File: src/rtl/lsu_bytelane_if.sv
// Memory-side bus between lsu_bytelane and the data memory.
// The master drives the request, the address, the write data and the byte enables.
interface lsu_bytelane_if #(
  parameter int DATA_W = 32
);
  localparam int BE_W = DATA_W / 8;

  logic [31:0]       busaddr;
  logic              rd_req;
  logic              wr_req;
  logic              rw_wait;
  logic [DATA_W-1:0] wr_data;
  logic [BE_W-1:0]   wr_be;
  logic [DATA_W-1:0] rd_data;

  modport master (
    output busaddr, rd_req, wr_req, wr_data, wr_be,
    input  rw_wait, rd_data
  );

  modport slave (
    input  busaddr, rd_req, wr_req, wr_data, wr_be,
    output rw_wait, rd_data
  );
endinterface

File: src/rtl/lsu_bytelane.sv
// Load/store stage with byte-lane write enables, load realignment and sign extension.
// It also handles multi-register transfers, base writeback and alignment faults.
module lsu_bytelane #(
  parameter int DATA_W = 32
) (
  input  logic              clk,
  input  logic              rst,
  input  logic              flush,
  input  logic              inbubble,
  input  logic [31:0]       pc,
  input  logic              op_load,
  input  logic              op_multi,
  input  logic [1:0]        op_size,
  input  logic              op_signed,
  input  logic              op_up,
  input  logic              op_pre,
  input  logic              op_wb,
  input  logic [3:0]        op_rd,
  input  logic [3:0]        op_rn,
  input  logic [31:0]       op_base,
  input  logic [31:0]       op_offset,
  input  logic [31:0]       op_store,
  input  logic [15:0]       op_regs,
  output logic [3:0]        st_read,
  input  logic [31:0]       st_data,
  lsu_bytelane_if.master    bus,
  output logic              outstall,
  output logic              outbubble,
  output logic              out_write_reg,
  output logic [3:0]        out_write_num,
  output logic [31:0]       out_write_data,
  output logic              out_fault
);
  localparam int BE_W   = DATA_W / 8;
  localparam int LANE_W = $clog2(BE_W);

  typedef enum logic [1:0] {S_IDLE, S_ACCESS, S_WB, S_DONE} state_t;

  state_t      r_state;
  logic        r_flush_pend, r_load, r_multi, r_signed, r_up, r_wbflag;
  logic [1:0]  r_size;
  logic [3:0]  r_rd, r_rn;
  logic [31:0] r_pc, r_addr, r_store, r_wbval;
  logic [15:0] r_regs;
  logic        r_wr_reg, r_fault, r_outbubble;
  logic [3:0]  r_wr_num;
  logic [31:0] r_wr_data;

  logic              w_accept, w_misalign;
  logic [4:0]        w_pop;
  logic [31:0]       w_ea, w_span, w_addr0, w_wbval, w_store, w_rdsh, w_ld;
  logic [3:0]        w_cur;
  logic [15:0]       w_regs_left;
  logic [LANE_W-1:0] w_lane;
  logic [BE_W-1:0]   w_be0;
  logic [DATA_W-1:0] w_wr_data;

  always_comb begin
    w_accept = (r_state == S_IDLE) && !inbubble && !flush && !r_flush_pend;
    w_ea     = op_up ? op_base + op_offset : op_base - op_offset;
    w_pop    = '0;
    for (int unsigned i = 0; i < 16; i++) w_pop = w_pop + 5'(op_regs[i]);
    w_span   = {25'd0, w_pop, 2'b00};
    if (op_multi) begin
      w_addr0    = op_pre ? (op_up ? op_base + 32'd4 : op_base - 32'd4) : op_base;
      w_wbval    = op_up ? op_base + w_span : op_base - w_span;
      w_misalign = (op_base[1:0] != 2'b00) || (op_regs == '0);
    end else begin
      w_addr0 = op_pre ? w_ea : op_base;
      w_wbval = w_ea;
      case (op_size)
        2'd0:    w_misalign = 1'b0;
        2'd1:    w_misalign = w_addr0[0];
        default: w_misalign = (w_addr0[1:0] != 2'b00);
      endcase
    end
  end

  // Ascending order takes the lowest remaining register, descending order the highest.
  always_comb begin
    w_cur = '0;
    for (int unsigned i = 0; i < 16; i++) begin
      if (r_up) begin
        if (r_regs[15-i]) w_cur = 4'(15 - i);
      end else if (r_regs[i]) begin
        w_cur = 4'(i);
      end
    end
    w_regs_left = r_regs & ~(16'd1 << w_cur);
  end

  always_comb begin
    w_lane  = r_addr[LANE_W-1:0];
    w_store = r_multi ? ((w_cur == 4'd15) ? r_pc + 32'd12 : st_data) : r_store;
    case (r_size)
      2'd0:    w_be0 = BE_W'(4'h1);
      2'd1:    w_be0 = BE_W'(4'h3);
      default: w_be0 = BE_W'(4'hF);
    endcase
    w_wr_data = '0;
    for (int unsigned b = 0; b < BE_W; b++) begin
      case (r_size)
        2'd0:    w_wr_data[b*8 +: 8] = w_store[7:0];
        2'd1:    w_wr_data[b*8 +: 8] = w_store[(b % 2)*8 +: 8];
        default: w_wr_data[b*8 +: 8] = w_store[(b % 4)*8 +: 8];
      endcase
    end
    w_rdsh = 32'(bus.rd_data >> {w_lane, 3'b000});
    case (r_size)
      2'd0:    w_ld = {{24{r_signed & w_rdsh[7]}}, w_rdsh[7:0]};
      2'd1:    w_ld = {{16{r_signed & w_rdsh[15]}}, w_rdsh[15:0]};
      default: w_ld = w_rdsh;
    endcase
  end

  assign bus.busaddr = {r_addr[31:LANE_W], {LANE_W{1'b0}}};
  assign bus.rd_req  = (r_state == S_ACCESS) && r_load;
  assign bus.wr_req  = (r_state == S_ACCESS) && !r_load;
  assign bus.wr_data = w_wr_data;
  assign bus.wr_be   = w_be0 << w_lane;
  assign st_read     = w_cur;
  assign outstall    = w_accept || (r_state == S_ACCESS) || (r_state == S_WB);
  assign outbubble      = r_outbubble;
  assign out_write_reg  = r_wr_reg;
  assign out_write_num  = r_wr_num;
  assign out_write_data = r_wr_data;
  assign out_fault      = r_fault;

  always_ff @(posedge clk) begin
    if (rst) begin
      r_state      <= S_IDLE;
      r_flush_pend <= 1'b0;
      r_wr_reg     <= 1'b0;
      r_wr_num     <= '0;
      r_wr_data    <= '0;
      r_fault      <= 1'b0;
      r_outbubble  <= 1'b1;
    end else begin
      r_wr_reg    <= 1'b0;
      r_fault     <= 1'b0;
      r_outbubble <= 1'b1;
      case (r_state)
        S_IDLE: begin
          if (r_flush_pend) r_flush_pend <= 1'b0;
          if (w_accept) begin
            r_load   <= op_load;
            r_multi  <= op_multi;
            r_size   <= op_multi ? 2'd2 : op_size;
            r_signed <= op_signed;
            r_up     <= op_up;
            r_wbflag <= op_wb || !op_pre;
            r_rd     <= op_rd;
            r_rn     <= op_rn;
            r_pc     <= pc;
            r_addr   <= w_addr0;
            r_store  <= op_store;
            r_regs   <= op_regs;
            r_wbval  <= w_wbval;
            if (w_misalign) begin
              r_state     <= S_DONE;
              r_fault     <= 1'b1;
              r_outbubble <= 1'b0;
            end else begin
              r_state <= S_ACCESS;
            end
          end
        end
        S_ACCESS: begin
          if (flush) r_flush_pend <= 1'b1;
          if (!bus.rw_wait) begin
            if (r_load) begin
              r_wr_reg    <= 1'b1;
              r_wr_num    <= r_multi ? w_cur : r_rd;
              r_wr_data   <= w_ld;
              r_outbubble <= 1'b0;
            end
            r_addr <= r_up ? r_addr + 32'd4 : r_addr - 32'd4;
            r_regs <= w_regs_left;
            if (!r_multi || (w_regs_left == '0)) begin
              if (r_wbflag) begin
                r_state <= S_WB;
              end else begin
                r_state     <= S_DONE;
                r_outbubble <= 1'b0;
              end
            end
          end
        end
        S_WB: begin
          if (flush) r_flush_pend <= 1'b1;
          r_wr_reg    <= 1'b1;
          r_wr_num    <= r_rn;
          r_wr_data   <= r_wbval;
          r_outbubble <= 1'b0;
          r_state     <= S_DONE;
        end
        default: r_state <= S_IDLE;
      endcase
    end
  end
endmodule

File: src/flat_wrapper.sv
// flat-port wrapper written by rule: the top's interface ports become plain ports
module lsu_bytelane_flat 
#(
  parameter int DATA_W = 32
)
  (clk, rst, flush, inbubble, pc, op_load, op_multi, op_size, op_signed, op_up, op_pre, op_wb, op_rd, op_rn, op_base, op_offset, op_store, op_regs, st_read, st_data, outstall, outbubble, out_write_reg, out_write_num, out_write_data, out_fault, bus_busaddr, bus_rd_req, bus_wr_req, bus_wr_data, bus_wr_be, bus_rw_wait, bus_rd_data);
  lsu_bytelane_if #(.DATA_W(DATA_W)) bus_i ();
  input  logic clk;
  input  logic rst;
  input  logic flush;
  input  logic inbubble;
  input  logic [31:0] pc;
  input  logic op_load;
  input  logic op_multi;
  input  logic [1:0] op_size;
  input  logic op_signed;
  input  logic op_up;
  input  logic op_pre;
  input  logic op_wb;
  input  logic [3:0] op_rd;
  input  logic [3:0] op_rn;
  input  logic [31:0] op_base;
  input  logic [31:0] op_offset;
  input  logic [31:0] op_store;
  input  logic [15:0] op_regs;
  output logic [3:0] st_read;
  input  logic [31:0] st_data;
  output logic outstall;
  output logic outbubble;
  output logic out_write_reg;
  output logic [3:0] out_write_num;
  output logic [31:0] out_write_data;
  output logic out_fault;
  output wire logic [$bits(bus_i.busaddr)-1:0] bus_busaddr;
  output wire logic [$bits(bus_i.rd_req)-1:0] bus_rd_req;
  output wire logic [$bits(bus_i.wr_req)-1:0] bus_wr_req;
  output wire logic [$bits(bus_i.wr_data)-1:0] bus_wr_data;
  output wire logic [$bits(bus_i.wr_be)-1:0] bus_wr_be;
  input wire logic [$bits(bus_i.rw_wait)-1:0] bus_rw_wait;
  input wire logic [$bits(bus_i.rd_data)-1:0] bus_rd_data;
  assign bus_busaddr = bus_i.busaddr;
  assign bus_rd_req = bus_i.rd_req;
  assign bus_wr_req = bus_i.wr_req;
  assign bus_wr_data = bus_i.wr_data;
  assign bus_wr_be = bus_i.wr_be;
  assign bus_i.rw_wait = bus_rw_wait;
  assign bus_i.rd_data = bus_rd_data;
  lsu_bytelane #(.DATA_W(DATA_W)) u_core (.clk(clk), .rst(rst), .flush(flush), .inbubble(inbubble), .pc(pc), .op_load(op_load), .op_multi(op_multi), .op_size(op_size), .op_signed(op_signed), .op_up(op_up), .op_pre(op_pre), .op_wb(op_wb), .op_rd(op_rd), .op_rn(op_rn), .op_base(op_base), .op_offset(op_offset), .op_store(op_store), .op_regs(op_regs), .st_read(st_read), .st_data(st_data), .bus(bus_i), .outstall(outstall), .outbubble(outbubble), .out_write_reg(out_write_reg), .out_write_num(out_write_num), .out_write_data(out_write_data), .out_fault(out_fault));
endmodule
File: config.mk
export PLATFORM = sky130hd
export DESIGN_NAME = lsu_bytelane_flat
export DESIGN_NICKNAME = d
export VERILOG_FILES = /design/src/rtl/lsu_bytelane_if.sv /design/src/rtl/lsu_bytelane.sv /design/src/flat_wrapper.sv
export SDC_FILE = /design/constraint.sdc
export NUM_CORES = 1
export LEC_CHECK = 0
export CELL_PAD_IN_SITES_DETAIL_PLACEMENT = 2
export CELL_PAD_IN_SITES_GLOBAL_PLACEMENT = 2
export CORE_MARGIN = 5
export CORE_UTILIZATION = 32
export DETAILED_ROUTE_END_ITERATION = 12
export PLACE_DENSITY_LB_ADDON = 0.1
export SETUP_SLACK_MARGIN = 0.05
export SLEW_MARGIN = 25
export SYNTH_ARGS = -nofsm -noshare
export SYNTH_HDL_FRONTEND = slang
export SYNTH_SLANG_ARGS = --single-unit
File: constraint.sdc
create_clock -name clk -period 11.7 [get_ports clk]
set_clock_uncertainty 0.1 [all_clocks]
set_input_delay 3.51 -clock clk [delete_from_list [all_inputs] [get_ports clk]]
set_output_delay 3.51 -clock clk [all_outputs]
set_load 0.02 [all_outputs]
# After elaboration in Yosys (flattened, before gate mapping)
# Cells that the tools add are included.
[op_classes]
reduce_logical = 34
n_mul = 0
div = 0
eq_ne = 10
order_cmp = 0
muxes = 96
n_addsub = 24
shift = 3
bitwise_logic = 7
[op_table]
columns = ["cell", "count"]
rows = [
  ["2-to-1 mux 32 bit", 14],
  ["2-to-1 mux 4 bit", 50],
  ["one-hot mux 32 bit (2 select lines)", 3],
  ["adder 5 x 1 -> 5 bit", 14],
  ["adder 32 x 3 -> 32 bit, second input constant", 2],
  ["subtractor 32 x 3 -> 32 bit, second input constant", 2],
  ["adder 32 bit", 1],
  ["adder 32 x 4 -> 32 bit, second input constant", 1],
  ["adder 32 x 7 -> 32 bit", 1],
  ["zero test 16 bit", 2],
  ["2-to-1 mux 16 bit", 2],
  ["one-hot mux 16 bit (2 select lines)", 1],
  ["right shift 32 x 5 -> 32 bit", 1],
  ["subtractor 32 bit", 1],
  ["subtractor 32 x 7 -> 32 bit", 1],
  ["bitwise AND 16 bit", 1],
  ["2-to-1 mux 8 bit", 2],
  ["inverter 16 bit", 1],
  ["one-hot mux 4 bit (2 select lines)", 2],
  ["one-hot mux 8 bit (2 select lines)", 1],
  ["left shift 1 x 4 -> 16 bit, first input constant", 1],
  ["2-to-1 mux 1 bit", 12],
  ["nonzero test 2 bit", 5],
  ["AND reduction 3 bit", 3],
  ["other kinds (21)", 50],
]
[totals]
ramBits = 0
mem_bits_ro = 0
output_inout_bits = 114
memories = 0
ff_bits = 201
latchBits = 0
in_bits = 229
wordCells = 194

# Longest topological paths before layout
[depth]
depth_word = 40
mapped_depth = 26
ltp_nobuf = 26

# Worst setup path after synthesis
# OpenSTA, ideal clock, no wires.
[synth_path]
path_kind = "input to register"
startpoint = "input port op_regs[0]"
endpoint = "register u_core.r_wbval[31] (data pin)"
path_stages = 23
arrival_time_ns = 9.909
setup_slack_ns = 1.436
path_cell_list = "inv_1 -> ha_1 -> inv_1 -> fa_1 -> fa_1 -> fa_1 -> fa_1 -> fa_1 -> fa_1 -> xor2_1 -> and3_1 -> a31oi_1 -> ha_1 -> o21a_1 -> o2111ai_1 -> a31oi_1 -> o32a_1 -> a221o_1 -> a21o_1 -> a31o_2 -> a41oi_1 -> mux2i_1 -> a31o_2"
[synth_via]
elab_chain_len = 18
elab_cells_between_ends = 19
[synth_lines]
columns = ["item", "line_no", "source"]
rows = [
  ["start: declaration", "flat_wrapper.sv:25", "input logic [15:0] op_regs;"],
  ["adder 1 x 1 -> 2 bit (*)", "lsu_bytelane.sv:62", "for (int unsigned i = 0; i < 16; i++) w_pop = w_pop + 5'(op_regs[i]);"],
  ["adder 5 x 1 -> 5 bit (*) (14 in series)", "lsu_bytelane.sv:62", ""],
  ["subtractor 32 x 7 -> 32 bit or adder 32 x 7 -> 32 bit (tied branches)", "lsu_bytelane.sv:66", "w_wbval = op_up ? op_base + w_span : op_base - w_span;"],
  ["2-to-1 mux 32 bit (*)", "lsu_bytelane.sv:66", ""],
  ["2-to-1 mux 32 bit (*)", "lsu_bytelane.sv:64", "if (op_multi) begin"],
  ["via u_core.w_wbval[31]", "lsu_bytelane.sv:51", "logic [31:0] w_ea, w_span, w_addr0, w_wbval, w_store, w_rdsh, w_ld;"],
  ["end signal: assignment", "lsu_bytelane.sv:158", "r_wbval <= w_wbval;"],
  ["end: declaration", "lsu_bytelane.sv:43", "logic [31:0] r_pc, r_addr, r_store, r_wbval;"],
]
# The timed path passes the listed nets; every way through them passes the cells marked *.
# A chain may end at the register's enable or synchronous reset.

# Worst setup path after layout
# Same ends and word-level chain as after synthesis.

==> reports/metrics.csv <==
stage;metric;value;unit
routing;drtAntennaViolNets;0;
routing;wirelength;77.8;mm
global_route;gr-usage-met3;3.35;%
timing;hold_viol_final;0;
global_route;grt_first_pass_wirelength;115;mm
layout;final_common_cell;clkdlybuf4s50_1;
layout;drive_gt1_share;6.43;%
timing;fin_crit_sh;94.1;%
timing;tightestPinTransition;1020;ps
placement;dpl.hpwl;62.3;mm
yosys;netlist-cell-type-count;94;
yosys;syn_area;18000;µm²
placement;place_congestion;0.912;
critical_path;cp.required;11890;ps
global_route;overflow;0;
critical_path;crit_arrival;11200;ps
placement;dpl_cell_area;22000;µm²
pwr;p_int;2.31;mW
die;core-area;56100;µm²
global_route;grt_antenna_before_repair;3;
pwr;seqPwrFrac;25.5;%
pwr;share_comb_of_total_power;54.4;%
pwr;peakVddDrop;0.106;mV
global_route;use_met2;44.3;%
placement;place.detailed.instances;3055;
pwr;pwr-share-clk;20.1;%
cts;cts_sinks;201;
die;rows;87;
yosys;syn_avg_cell_area;8.79;µm²
yosys;synth-async-reset-ratio;0;%
cts;h-tree-depth;1;
pwr;power.switching;1.76;mW
yosys;synth_top_area_share;26.5;%
critical_path;path_class;in -> reg;
cts;clock_path_buffers;3;
layout;instances_no_fill;3106;
yosys;ys_warn_count;0;
global_route;grt_pass1_vias;18453;
layout;syn2layout_area_growth;27.1;%
yosys;synth_cells;2051;
yosys;synth_ff_type;edfxtp_1;
routing;dr.pass1.iters;5;
cts;numCtsBuffers;26;
cts;cts_hold_buf;0;
global_route;grt-busiest-layer;met2;
global_route;grt_max_degree;74;
global_route;grt.total_usage;24.3;%
timing;min_period;11010;ps
cts;insertion_delay;560;ps
layout;stdcell_area;22900;µm²
cts;cts_tree;yes;
timing;slew_headroom;31.5;%
die;start_util;32.1;%
yosys;synth_seq_cells;201;
routing;drt_iter0_markers;806;
pwr;leakage;8.81;nW
routing;vias_per_cell;5.54;
timing;max_freq;0.0908;GHz
die;ios;343;
timing;final_max_slew_viol_count;0;
yosys;synth-edff-count;159;
cts;postCtsSetupBuffers;0;
timing;rsz0062_at_grt;false;
critical_path;cp-start-kind;primary input;
global_route;met1_usage;29.5;%
critical_path;cp_max_fo;7;
pwr;p_per_area;178;nW/µm²
yosys;seq_area_frac_synth;31.2;%
pwr;finalPower;4.07;mW
routing;routedWlPerCell;25.1;µm
timing;layout_setup_ws;689;ps
routing;vias;17201;
cts;clk_pin_slew;60;ps
placement;portBuffers;340;
hold_path;worstHoldPathType;reg -> reg;
layout;nNetsFinal;2702;
die;die_height;247;µm
timing;setup_viol;0;
run_status;status;finished, final reports clean;
critical_path;cp-end-kind;flop;
layout;layout_common_cells;clkdlybuf4s50_1, nor2_1, a21oi_1;
die;die_w;247;µm
run;maxCapViolCount;0;
cts;cts_root_buf;clkbuf_16;
die;fp.dieArea;61200;µm²
yosys;yosys.area.top_type;edfxtp_1;
layout;utilization;40.8;%
placement;pre_cts_slack;112;ps
timing;holdWs;355;ps
routing;drcViolationCount;0;
cts;cts.repair.resized;0;
timing;final.setup.tns;0;ps
pwr;sw_frac_of_total;43.2;%
yosys;ys_top_cells_by_area;edfxtp_1, ha_1, a21oi_1;
[worst max-delay path, stage by stage]
cell and delay [ps]:
clkdlybuf4s50_1 490, inv_1 60, ha_1 290, inv_1 70
fa_1 430, fa_1 510, fa_1 540, fa_1 430
fa_1 420, fa_1 420, xor2_1 200, and3_1 240
a31oi_1 820, ha_1 430, o2111ai_1 200, a31oi_1 130
o32a_1 430, a221o_1 400, a21o_1 200, a31o_2 280
a41oi_1 310, mux2i_1 130, a31o_2 240
[layer usage]
layer | vias up | share of wire, %
li1 | 8163 | -
met3 | 94 | 4.4
met1 | 8590 | 42
met5 | - | 0.017
met2 | 352 | 50
met4 | 2 | 3.5
[cell usage after synthesis, types with 34 or more instances]
cell / instances
nor2_1: 196
a21oi_1: 193
edfxtp_1: 159
ha_1: 132
nand2_1: 132
o21ai_0: 130
xnor2_1: 82
inv_1: 78
a21o_1: 73
clkbuf_1: 67
mux2i_1: 67
xor2_1: 66
a211oi_1: 50
nor3_1: 46
dfxtp_1: 42
nand3_1: 40
buf_4: 34
[final timing paths]
path                                     startpoint                                      to  slack (ps)  cells after the start
max                                      op_regs[0]            u_core.r_wbval[31]$_DFFE_PP_         690                     23
min          u_core.out_write_data[12]$_SDFFE_PP0P_  u_core.out_write_data[12]$_SDFFE_PP0P_         350                      2
max reg2reg                   u_core.r_up$_DFFE_PP_             u_core.r_addr[29]$_DFFE_PP_        6630                     12
min reg2reg  u_core.out_write_data[12]$_SDFFE_PP0P_  u_core.out_write_data[12]$_SDFFE_PP0P_         350                      2
[area by class of cell]
type,count,area (µm²)
Tap cell,756,946
Timing Repair Buffer,366,3580
Fill cell,6166,33200
Inverter,82,308
Sequential cell,201,5620
Clock buffer,40,817
Antenna cell,3,7.51
Clock inverter,8,72.6
Multi-Input combinational cell,1650,11500
[logic make-up (layout without fill, tap and decap cells)]
family | after synthesis | count (layout) | share of synthesized area (%)
AO/OA/AOI/OAI | 665 | 665 | 24.2
XOR/XNOR | 148 | 148 | 7.19
adder cells (fa/ha/maj) | 146 | 146 | 10.7
buffers and inverters | 201 | 496 | 5.05
flip-flops | 201 | 201 | 31.2
multiplexers | 100 | 100 | 5.78
other | 1 | 5 | 0.0208
AND/OR/NAND/NOR | 589 | 589 | 15.8
[power by group through the flow]
stage | combinational [mW] | sequential, mW | clock, mW
6_report | 2.21 | 1.04 | 0.820
5_1_grt | 2.42 | 1.05 | 0.875
3_3_place_gp | 2.14 | 1.05 | 0
2_1_floorplan | 1.42 | 1.05 | 0
3_5_place_dp | 2.21 | 1.05 | 0
4_1_cts | 2.23 | 1.04 | 0.846
(Power assumes the default switching activity.)
